File: src/rtl/instr_fetch_unit.sv
// Instruction fetch stage: owns the PC, runs the ROM cs/ready handshake and
// buffers fetched words with their PC in a small prefetch FIFO for decode.
module instr_fetch_unit #(
  parameter int unsigned             ADDR_W   = 16,
  parameter int unsigned             DATA_W   = 16,
  parameter logic [ADDR_W-1:0]       PC_RESET = '0,
  parameter int unsigned             DEPTH    = 2
) (
  input  logic              clk,
  input  logic              rst,
  input  logic              fetch_en,
  output logic              mem_cs,
  output logic [ADDR_W-1:0] mem_address,
  input  logic              mem_ready,
  input  logic [DATA_W-1:0] mem_data,
  input  logic              redirect_valid,
  input  logic [ADDR_W-1:0] redirect_pc,
  output logic              out_valid,
  input  logic              out_ready,
  output logic [DATA_W-1:0] out_instr,
  output logic [ADDR_W-1:0] out_pc,
  output logic              busy
);

  localparam int unsigned PTR_W = (DEPTH > 1) ? $clog2(DEPTH) : 1;
  localparam int unsigned CNT_W = PTR_W + 1;

  typedef enum logic [1:0] {
    IDLE    = 2'd0,
    REQ     = 2'd1,
    WAIT_LO = 2'd2,
    WAIT_HI = 2'd3
  } state_t;

  state_t             state_q, state_d;
  logic [ADDR_W-1:0]  pc_q, pc_d;
  logic               discard_q, discard_d;
  logic [CNT_W-1:0]   count_q, count_d;
  logic [PTR_W-1:0]   rd_ptr_q, rd_ptr_d;
  logic [PTR_W-1:0]   wr_ptr_q, wr_ptr_d;
  logic [ADDR_W-1:0]  fifo_pc    [DEPTH];
  logic [DATA_W-1:0]  fifo_instr [DEPTH];
  logic [ADDR_W-1:0]  head_pc_d;
  logic [DATA_W-1:0]  head_instr_d;
  logic               capture;
  logic               push;
  logic               pop;
  logic               issue;

  // Next-state, PC, discard and FIFO bookkeeping
  always_comb begin
    state_d      = state_q;
    pc_d         = pc_q;
    discard_d    = discard_q;
    count_d      = count_q;
    rd_ptr_d     = rd_ptr_q;
    wr_ptr_d     = wr_ptr_q;
    head_pc_d    = out_pc;
    head_instr_d = out_instr;

    // In IDLE nothing is in flight, so the occupancy check reduces to count
    issue   = (state_q == IDLE) && fetch_en && !redirect_valid &&
              (count_q < CNT_W'(DEPTH));
    capture = (state_q == WAIT_HI) && mem_ready;
    push    = capture && !discard_q && !redirect_valid;
    pop     = out_valid && out_ready && !redirect_valid;

    unique case (state_q)
      IDLE:    if (issue) state_d = REQ;
      REQ:     state_d = WAIT_LO;
      WAIT_LO: if (!mem_ready) state_d = WAIT_HI;
      WAIT_HI: if (mem_ready) state_d = IDLE;
      default: state_d = IDLE;
    endcase

    // A redirect wins over an increment, including on the capture cycle
    if (redirect_valid) pc_d = redirect_pc;
    else if (push)      pc_d = pc_q + ADDR_W'(1);

    // Only a transaction that is still running after this edge is tainted
    if (capture)                              discard_d = 1'b0;
    else if (redirect_valid && state_q != IDLE) discard_d = 1'b1;

    if (redirect_valid) begin
      count_d  = '0;
      rd_ptr_d = '0;
      wr_ptr_d = '0;
    end else begin
      if (push) wr_ptr_d = wr_ptr_q + PTR_W'(1);
      if (pop)  rd_ptr_d = rd_ptr_q + PTR_W'(1);
      if (push && !pop)      count_d = count_q + CNT_W'(1);
      else if (!push && pop) count_d = count_q - CNT_W'(1);
    end

    // Head tracks the entry at the next read pointer; holds when empty
    if (count_d != '0) begin
      if (push && (wr_ptr_q == rd_ptr_d)) begin
        head_pc_d    = pc_q;
        head_instr_d = mem_data;
      end else begin
        head_pc_d    = fifo_pc[rd_ptr_d];
        head_instr_d = fifo_instr[rd_ptr_d];
      end
    end
  end

  // State, PC and registered outputs
  always_ff @(posedge clk or posedge rst) begin
    if (rst) begin
      state_q     <= IDLE;
      pc_q        <= PC_RESET;
      discard_q   <= 1'b0;
      count_q     <= '0;
      rd_ptr_q    <= '0;
      wr_ptr_q    <= '0;
      mem_cs      <= 1'b0;
      mem_address <= PC_RESET;
      out_valid   <= 1'b0;
      out_instr   <= '0;
      out_pc      <= '0;
      busy        <= 1'b0;
    end else begin
      state_q     <= state_d;
      pc_q        <= pc_d;
      discard_q   <= discard_d;
      count_q     <= count_d;
      rd_ptr_q    <= rd_ptr_d;
      wr_ptr_q    <= wr_ptr_d;
      mem_cs      <= (state_d == REQ);
      if (issue) mem_address <= pc_q;
      out_valid   <= (count_d != '0);
      out_instr   <= head_instr_d;
      out_pc      <= head_pc_d;
      busy        <= (state_d != IDLE);
    end
  end

  // Prefetch FIFO storage
  always_ff @(posedge clk or posedge rst) begin
    if (rst) begin
      for (int unsigned i = 0; i < DEPTH; i++) begin
        fifo_pc[i]    <= '0;
        fifo_instr[i] <= '0;
      end
    end else if (push) begin
      fifo_pc[wr_ptr_q]    <= pc_q;
      fifo_instr[wr_ptr_q] <= mem_data;
    end
  end

endmodule
File: config.mk
export PLATFORM = sky130hd
export DESIGN_NAME = instr_fetch_unit
export DESIGN_NICKNAME = d
export VERILOG_FILES = /design/src/rtl/instr_fetch_unit.sv
export SDC_FILE = /design/constraint.sdc
export NUM_CORES = 1
export LEC_CHECK = 0
export BUFFER_PORTS_ARGS = -buffer_cell sky130_fd_sc_hd__buf_2
export CELL_PAD_IN_SITES_DETAIL_PLACEMENT = 1
export CELL_PAD_IN_SITES_GLOBAL_PLACEMENT = 2
export CORE_UTILIZATION = 37
export DETAILED_ROUTE_END_ITERATION = 12
export HOLD_SLACK_MARGIN = 0.08
export PLACE_DENSITY_LB_ADDON = 0.1
export RECOVER_POWER = 50
export SYNTH_ARGS = -nofsm -noshare
export SYNTH_HDL_FRONTEND = slang
export SYNTH_SLANG_ARGS = --single-unit
export TNS_END_PERCENT = 5
File: constraint.sdc
create_clock -name clk -period 5.5 [get_ports clk]
set_input_delay 1.1 -clock clk [delete_from_list [all_inputs] [get_ports clk]]
set_output_delay 1.1 -clock clk [all_outputs]
set_load 0.05 [all_outputs]
==> impl_metrics.json, run 1 <==
{
  "power.total_mw": 4.18,
  "worst-r2r-cell-count": 6,
  "slowest_cell_on_the_critical_path": "sky130_fd_sc_hd__clkbuf_1",
  "vdd_drop_max_v": 0.000245,
  "achievable-frequency_mhz": 277,
  "report.final.hold_viol_count": 0,
  "critical_path.max_fanout": 98,
  "rsz0062_at_grt": "false",
  "post-route-cell-area_um2": 7530,
  "violations": "capacitance limit, slew limit",
  "result_of_the_run": "finished with violations",
  "cts_tree": "built",
  "mean_routed_wirelength_per_cell_um": 20.6,
  "dpl-instance-area_um2": 7090,
  "relSlewSlack_pct": -54.2,
  "static_leakage_nw": 3.18,
  "antenna_violations_before_repair": 0,
  "maxSlewViolCount": 42,
  "syn_area_per_cell_um2": 10.4,
  "syn_nets": 664,
  "fp-row-count": 48,
  "worst_skew_pair.late_latency_ns": 0.42,
  "cp_startpoint": "rst",
  "timing.critical_path.to_type": "asynchronous set/reset pin",
  "worst_clock_skew_ns": 0.00720,
  "max_stage_delay_ns": 1.72,
  "edff_count_synth": 0,
  "vias_per_cell": 5.69,
  "remaining_drc_errors": 0,
  "worst_hold_path.num_cells": 1,
  "clk_transition_reported_paths_ns": 0.05,
  "largest_net_degree_at_the_start_of_global_routing": 99,
  "tritoncts_buffers": 17,
  "cts_hold_repair.buffers": 0,
  "wl_um": 18800,
  "grt_util_all_layers_pct": 22.5,
  "ant_nets": 0,
  "yosysSeqAreaShare_pct": 53.3,
  "cts_repair_resize_count": 0,
  "worstPathCellList": "clkbuf_1 -> inv_6 -> clkbuf_1",
  "globalRouteMet1Util_pct": 30.0,
  "yosys.area.top_type": "sky130_fd_sc_hd__dfrtp_1",
  "regToRegStartpoint": "state_q[1]",
  "timing.final.crit_period_ns": 3.61,
  "max_cap_violations": 1,
  "design.portCount": 89,
  "clock_sink_count": 138,
  "globalRouteMet2Util_pct": 37.2,
  "place_hpwl_um": 11300,
  "worst_path_required_time_ns": 5.54,
  "arrival_ns": 3.66,
  "drt_pre_antenna_iters": 4,
  "vias": 5202,
  "final_report_setup_violation_count": 0,
  "global_route.overflow_total": 0,
  "hold_path.startpoint": "mem_address[5]",
  "port_buffers": 88,
  "yosys-top-cells-area": "sky130_fd_sc_hd__dfrtp_1, sky130_fd_sc_hd__mux2_2, sky130_fd_sc_hd__a221oi_1",
  "setup_total_negative_slack_ns": 0,
  "antenna_cells": 0,
  "type_of_the_tightest_min_delay_check": "flip-flop to flip-flop",
  "synth_flop_cell": "sky130_fd_sc_hd__dfrtp_1",
  "yosys.cell_types.count": 39,
  "core_area_um2": 17200,
  "critPathMostFrequentCell": "sky130_fd_sc_hd__clkbuf_1",
  "htree_levels": 4,
  "flow.area_growth_from_synthesis_pct": 16.1,
  "synthArstFlopShare_pct": 100,
  "start_util_pct": 37.8,
  "use_met3_pct": 4.95,
  "grt.busiest_layer": "met2",
  "die_w_um": 134,
  "die_h_um": 134,
  "min_period_over_period_pct": 65.7,
  "grt_pass1_wl_um": 31100,
  "max_slew.worst_pin.slew_ns": 2.31,
  "postSynthRegisterBits": 138,
  "grt_pass1_vias": 5572,
  "numnets_final": 720,
  "netlist_instances": 625,
  "power.density_nw_per_um2": 555,
  "synth_warnings": 0,
  "cts_post_setup_buffers_inserted": 0,
  "netlist_area_um2": 6480,
  "clk_path_buf_depth": 2,
  "synth_top_cell_area_share_pct": 53.3,
  "clockRootBuffer": "sky130_fd_sc_hd__clkbuf_16",
  "drtIter0Drc": 238,
  "startpoint_type": "primary input",
  "globalplace.congestion": 0.747,
  "share_of_cells_above_drive_strength_1_pct": 18.7,
  "setup.worst_path.class": "primary input to asynchronous set/reset pin",
  "floorplan.die_area_um2": 18100
}
==> state kept, by name, summed over array words and instances (netlist names) <==
register     count
discard_q        1
pc_q            16
out_valid        1
state_q          2
mem_cs           1
fifo_instr      32
busy             1
wr_ptr_q         1
out_pc          16
out_instr       16
rd_ptr_q         1
count_q          2
fifo_pc         32
mem_address     16
==> per-layer routing <==
metal  vias to the layer above  routed length, µm
met5                         -                  0
li1                       2399                  -
met1                      2690               8840
met3                        15                617
met4                         0                145
met2                        98               9240
==> final timing paths <==
kind | slack [ns] | endpoint
worst max-delay path | 1.89 | out_pc[9]
worst min-delay path | 0.51 | mem_address[5]
worst max register to register | 2.78 | out_pc[10]
worst min register to register | 0.51 | mem_address[5]
max in group clk | 2.32 | out_pc[10]
min in group asynchronous | 0.88 | fifo_instr[14]
==> Yosys cell counts (4+ instances only) <==
cell	n
sky130_fd_sc_hd__a31oi_1	4
sky130_fd_sc_hd__a211oi_1	32
sky130_fd_sc_hd__buf_2	11
sky130_fd_sc_hd__or3_1	5
sky130_fd_sc_hd__dfrtp_1	138
sky130_fd_sc_hd__mux2_2	48
sky130_fd_sc_hd__o21ai_0	48
sky130_fd_sc_hd__clkbuf_1	48
sky130_fd_sc_hd__nand2_1	51
sky130_fd_sc_hd__xnor2_1	13
sky130_fd_sc_hd__nor2_1	11
sky130_fd_sc_hd__nor3_1	12
sky130_fd_sc_hd__nor4_1	25
sky130_fd_sc_hd__o31ai_1	33
sky130_fd_sc_hd__nand3_1	37
sky130_fd_sc_hd__a221oi_1	32
sky130_fd_sc_hd__inv_1	41
sky130_fd_sc_hd__and3_1	4
==> cells by family (layout without fill, tap and decap cells) <==
| logic type | Yosys count | count (layout) | synth area share (%) |
|---|---|---|---|
| xor gates and xnor gates | 16 | 16 | 2.16 |
| adders and majority gates | 1 | 1 | 0.193 |
| AOI/OAI and AO/OA | 157 | 157 | 16.9 |
| muxes | 50 | 50 | 8.64 |
| buffers and inverters | 104 | 168 | 6.29 |
| and+or+nand+nor | 159 | 159 | 12.6 |
| DFF | 138 | 138 | 53.3 |
==> through the flow <==
step | instances | setup WS [ns] | hold WS, ns | utilization [%]
5_1_grt | 914 | 1.24 | 0.523 | 43.8
3_5_place_dp | 887 | 1.90 | 0.492 | 41.3
6_report | 914 | 1.89 | 0.507 | 43.8
3_3_place_gp | 887 | 1.97 | 0.484 | 41.3
4_1_cts | 914 | 2.35 | 0.506 | 44.2
2_1_floorplan | 625 | 0.704 | 0.478 | -
==> critical path, delay by kind of cell <==
kind | cells | cell delay, ns
buffers and inverters | 3 | 2.45
==> cell usage in the layout, fill, tap and decap left out, types with 2 or more instances in the layout <==
cell / n
sky130_fd_sc_hd__a21o_1: 2
sky130_fd_sc_hd__clkbuf_8: 4
sky130_fd_sc_hd__nand4_1: 3
sky130_fd_sc_hd__and3_1: 3
sky130_fd_sc_hd__buf_4: 11
sky130_fd_sc_hd__nor4_1: 25
sky130_fd_sc_hd__or4_1: 2
sky130_fd_sc_hd__dfrtp_1: 138
sky130_fd_sc_hd__a211oi_1: 32
sky130_fd_sc_hd__buf_2: 35
sky130_fd_sc_hd__xnor2_1: 12
sky130_fd_sc_hd__nor2_1: 10
sky130_fd_sc_hd__xor2_1: 2
sky130_fd_sc_hd__a31oi_1: 4
sky130_fd_sc_hd__nor3_1: 11
sky130_fd_sc_hd__clkinv_2: 4
sky130_fd_sc_hd__mux2_2: 48
sky130_fd_sc_hd__a21oi_1: 2
sky130_fd_sc_hd__a221oi_1: 32
sky130_fd_sc_hd__or3_1: 5
sky130_fd_sc_hd__nand3_1: 37
sky130_fd_sc_hd__inv_1: 40
sky130_fd_sc_hd__mux2i_1: 2
sky130_fd_sc_hd__o31ai_1: 33
sky130_fd_sc_hd__and4_1: 2
sky130_fd_sc_hd__clkbuf_16: 17
sky130_fd_sc_hd__clkbuf_1: 56
sky130_fd_sc_hd__o21ai_0: 48
sky130_fd_sc_hd__nand2_1: 51
==> power by group <==
part / internal [mW] / switching [mW] / leakage, nW
clock: 0.607 / 0.411 / 0.256
combinational: 0.459 / 1.13 / 1.30
sequential: 1.35 / 0.217 / 1.62
total: 2.42 / 1.76 / 3.18
==> layout make-up <==
| class | instances | area (µm²) |
|---|---|---|
| multi-input combinational | 383 | 2670 |
| clock inverter | 4 | 20.0 |
| inverter | 41 | 159 |
| timing repair buffer | 100 | 460 |
| fill | 1950 | 9650 |
| clock buffer | 23 | 488 |
| tap | 225 | 282 |
| sequential | 138 | 3450 |
(Power assumes the default switching activity.)
==> run 2, diff against run 1 <==
--- a/config.mk
+++ b/config.mk
@@ -8,7 +8,7 @@
 export BUFFER_PORTS_ARGS = -buffer_cell sky130_fd_sc_hd__buf_2
 export CELL_PAD_IN_SITES_DETAIL_PLACEMENT = 1
 export CELL_PAD_IN_SITES_GLOBAL_PLACEMENT = 2
-export CORE_UTILIZATION = 37
+export CORE_UTILIZATION = 33
 export DETAILED_ROUTE_END_ITERATION = 12
 export HOLD_SLACK_MARGIN = 0.08
 export PLACE_DENSITY_LB_ADDON = 0.1
==> constraint.sdc (replaced) <==
create_clock -name clk -period 3.25 [get_ports clk]
set_input_delay 0.65 -clock clk [delete_from_list [all_inputs] [get_ports clk]]
set_output_delay 0.65 -clock clk [all_outputs]
set_load 0.05 [all_outputs]
==> impl_metrics.json, run 2 (synthesized netlist as in run 1, its figures left out) <==
{
  "core_area_um2": 19000,
  "slowest_cell_on_the_critical_path": "sky130_fd_sc_hd__or4_1",
  "share_of_cells_above_drive_strength_1_pct": 25.8,
  "global_route.overflow_total": 0,
  "achievable-frequency_mhz": 395,
  "setup.worst_path.class": "flip-flop to flip-flop",
  "drtIter0Drc": 267,
  "grt_pass1_vias": 5740,
  "place_hpwl_um": 12500,
  "power.total_mw": 7.36,
  "antenna_violations_before_repair": 0,
  "final_report_setup_violation_count": 0,
  "design.portCount": 89,
  "violations": "capacitance limit, slew limit",
  "final_util_pct": 41.0,
  "regToRegStartpoint": "state_q[1]",
  "post-route-cell-area_um2": 7770,
  "globalplace.congestion": 0.718,
  "clk_path_buf_depth": 2,
  "vias_per_cell": 5.42,
  "dpl-instance-area_um2": 7240,
  "worst-r2r-cell-count": 5,
  "floorplan.die_area_um2": 20200,
  "grt_util_all_layers_pct": 21.0,
  "mean_routed_wirelength_per_cell_um": 20.2,
  "critPathBufInv": 1,
  "clockRootBuffer": "sky130_fd_sc_hd__clkbuf_16",
  "layout_commonest_cell": "sky130_fd_sc_hd__dfrtp_1",
  "vdd_drop_max_v": 0.000488,
  "cp_startpoint": "state_q[1]",
  "largest_registers": "fifo_instr (32), fifo_pc (32)",
  "grt_pass1_wl_um": 32300,
  "fp-row-count": 50,
  "critical-path-top-delay-family": "simple AND/OR/NAND/NOR gates",
  "worstPathCellList": "nand4b_4 -> clkbuf_1 -> or4_1 -> or3_1 -> a31oi_1",
  "port_buffers": 88,
  "vias": 5234,
  "ant_nets": 0,
  "worstSetupEndpoint": "pc_q[13]",
  "flow.area_growth_from_synthesis_pct": 19.8,
  "end_of_the_worst_register_to_register_path": "pc_q[13]",
  "start_util_pct": 34.2,
  "result_of_the_run": "finished with violations",
  "clk_transition_reported_paths_ns": 0.06,
  "depth_of_the_critical_timing_path_with_buffers_and_inverters_included": 5,
  "power.density_nw_per_um2": 947,
  "worst_clock_skew_ns": 0.00859,
  "report.final.hold_viol_count": 0,
  "worst_path_required_time_ns": 3.58,
  "tritoncts_buffers": 17,
  "relSlewSlack_pct": -23.8,
  "type_of_the_tightest_min_delay_check": "primary input to asynchronous set/reset pin",
  "min_period_over_period_pct": 77.9,
  "htree_levels": 4,
  "worst_skew_pair.late_latency_ns": 0.42,
  "numnets_final": 731,
  "rsz0062_at_grt": "false",
  "die_h_um": 142,
  "cts_repair_resize_count": 0,
  "die_w_um": 142,
  "timing.final.crit_period_ns": 2.53,
  "remaining_drc_errors": 0,
  "maxSlewViolCount": 136,
  "static_leakage_nw": 3.38,
  "layout.cells.most_common_list": "sky130_fd_sc_hd__dfrtp_1, sky130_fd_sc_hd__buf_2, sky130_fd_sc_hd__nand2_1",
  "max_stage_delay_ns": 0.77,
  "critical_path.max_fanout": 20,
  "dpl_cells": 933,
  "setup_total_negative_slack_ns": 0,
  "largest_net_degree_at_the_start_of_global_routing": 72,
  "startpoint_type": "flip-flop",
  "fill_cells": 2102,
  "drt_pre_antenna_iters": 4,
  "timing.critical_path.to_type": "flip-flop",
  "cts_post_setup_buffers_inserted": 0,
  "antenna_cells": 0,
  "max_slew.worst_pin.slew_ns": 1.86,
  "wl_um": 19500,
  "cts_hold_repair.buffers": 0,
  "cts_tree": "built",
  "arrival_ns": 2.86,
  "max_cap_violations": 3,
  "worst-r2r-setup-slack_ns": 0.72,
  "clock_sink_count": 138,
  "layoutNonFillerInstCount": 965
}
[run 2: cell types whose count changed in the layout (fill, tap and decap cells not counted), sizes merged]
cell,previous run,this run
clkinv,4,7
bufinv,0,2
buf,46,92
clkinvlp,0,3
clkbuf,77,39
[run 2: how the worst min path moves through the flow]
stage / end / depth (start not counted) / slack (ns) / from
after floorplan: discard_q / 2 / 0.48 / discard_q
after global placement: out_instr[7] / 2 / 0.48 / out_instr[7]
after detailed placement: out_instr[5] / 2 / 0.49 / out_instr[5]
after CTS: fifo_instr[12] / 2 / 0.14 / rst
after global routing: fifo_instr[28] / 2 / 0.18 / rst
final: fifo_instr[12] / 2 / 0.16 / rst
[run 2: routing by layer]
layer	share of wire, %	global-route usage (%)	vias to the layer above
met3	4.4	4.04	22
li1	-	-	2420
met1	45	27.7	2664
met5	0	0	-
met4	1.6	6.28	0
met2	49	34.8	128
[run 2: power breakdown]
group          total [mW]  switching, mW  leakage, nW  internal (mW)
clock                1.93          0.762        0.286           1.17
combinational        2.80           1.94         1.47          0.857
sequential           2.63          0.345         1.62           2.28
total                7.36           3.05         3.38           4.31
[run 2: cell type report]
cell class / instances / area [µm²] / share of cell area [%]
sequential: 138 / 3450 / 44.5
multi-input combinational: 383 / 2670 / 34.3
timing repair buffer: 111 / 591 / 7.60
clock buffer: 20 / 457 / 5.88
tap: 260 / 325 / 4.19
inverter: 41 / 155 / 2.00
clock inverter: 12 / 123 / 1.58
[run 2: stage by stage]
step	setup WS [ns]	hold slack (ns)
2_1_floorplan	0.879	0.478
3_3_place_gp	0.610	0.481
3_5_place_dp	0.566	0.486
4_1_cts	1.01	0.142
5_1_grt	0.560	0.183
6_report	0.719	0.164
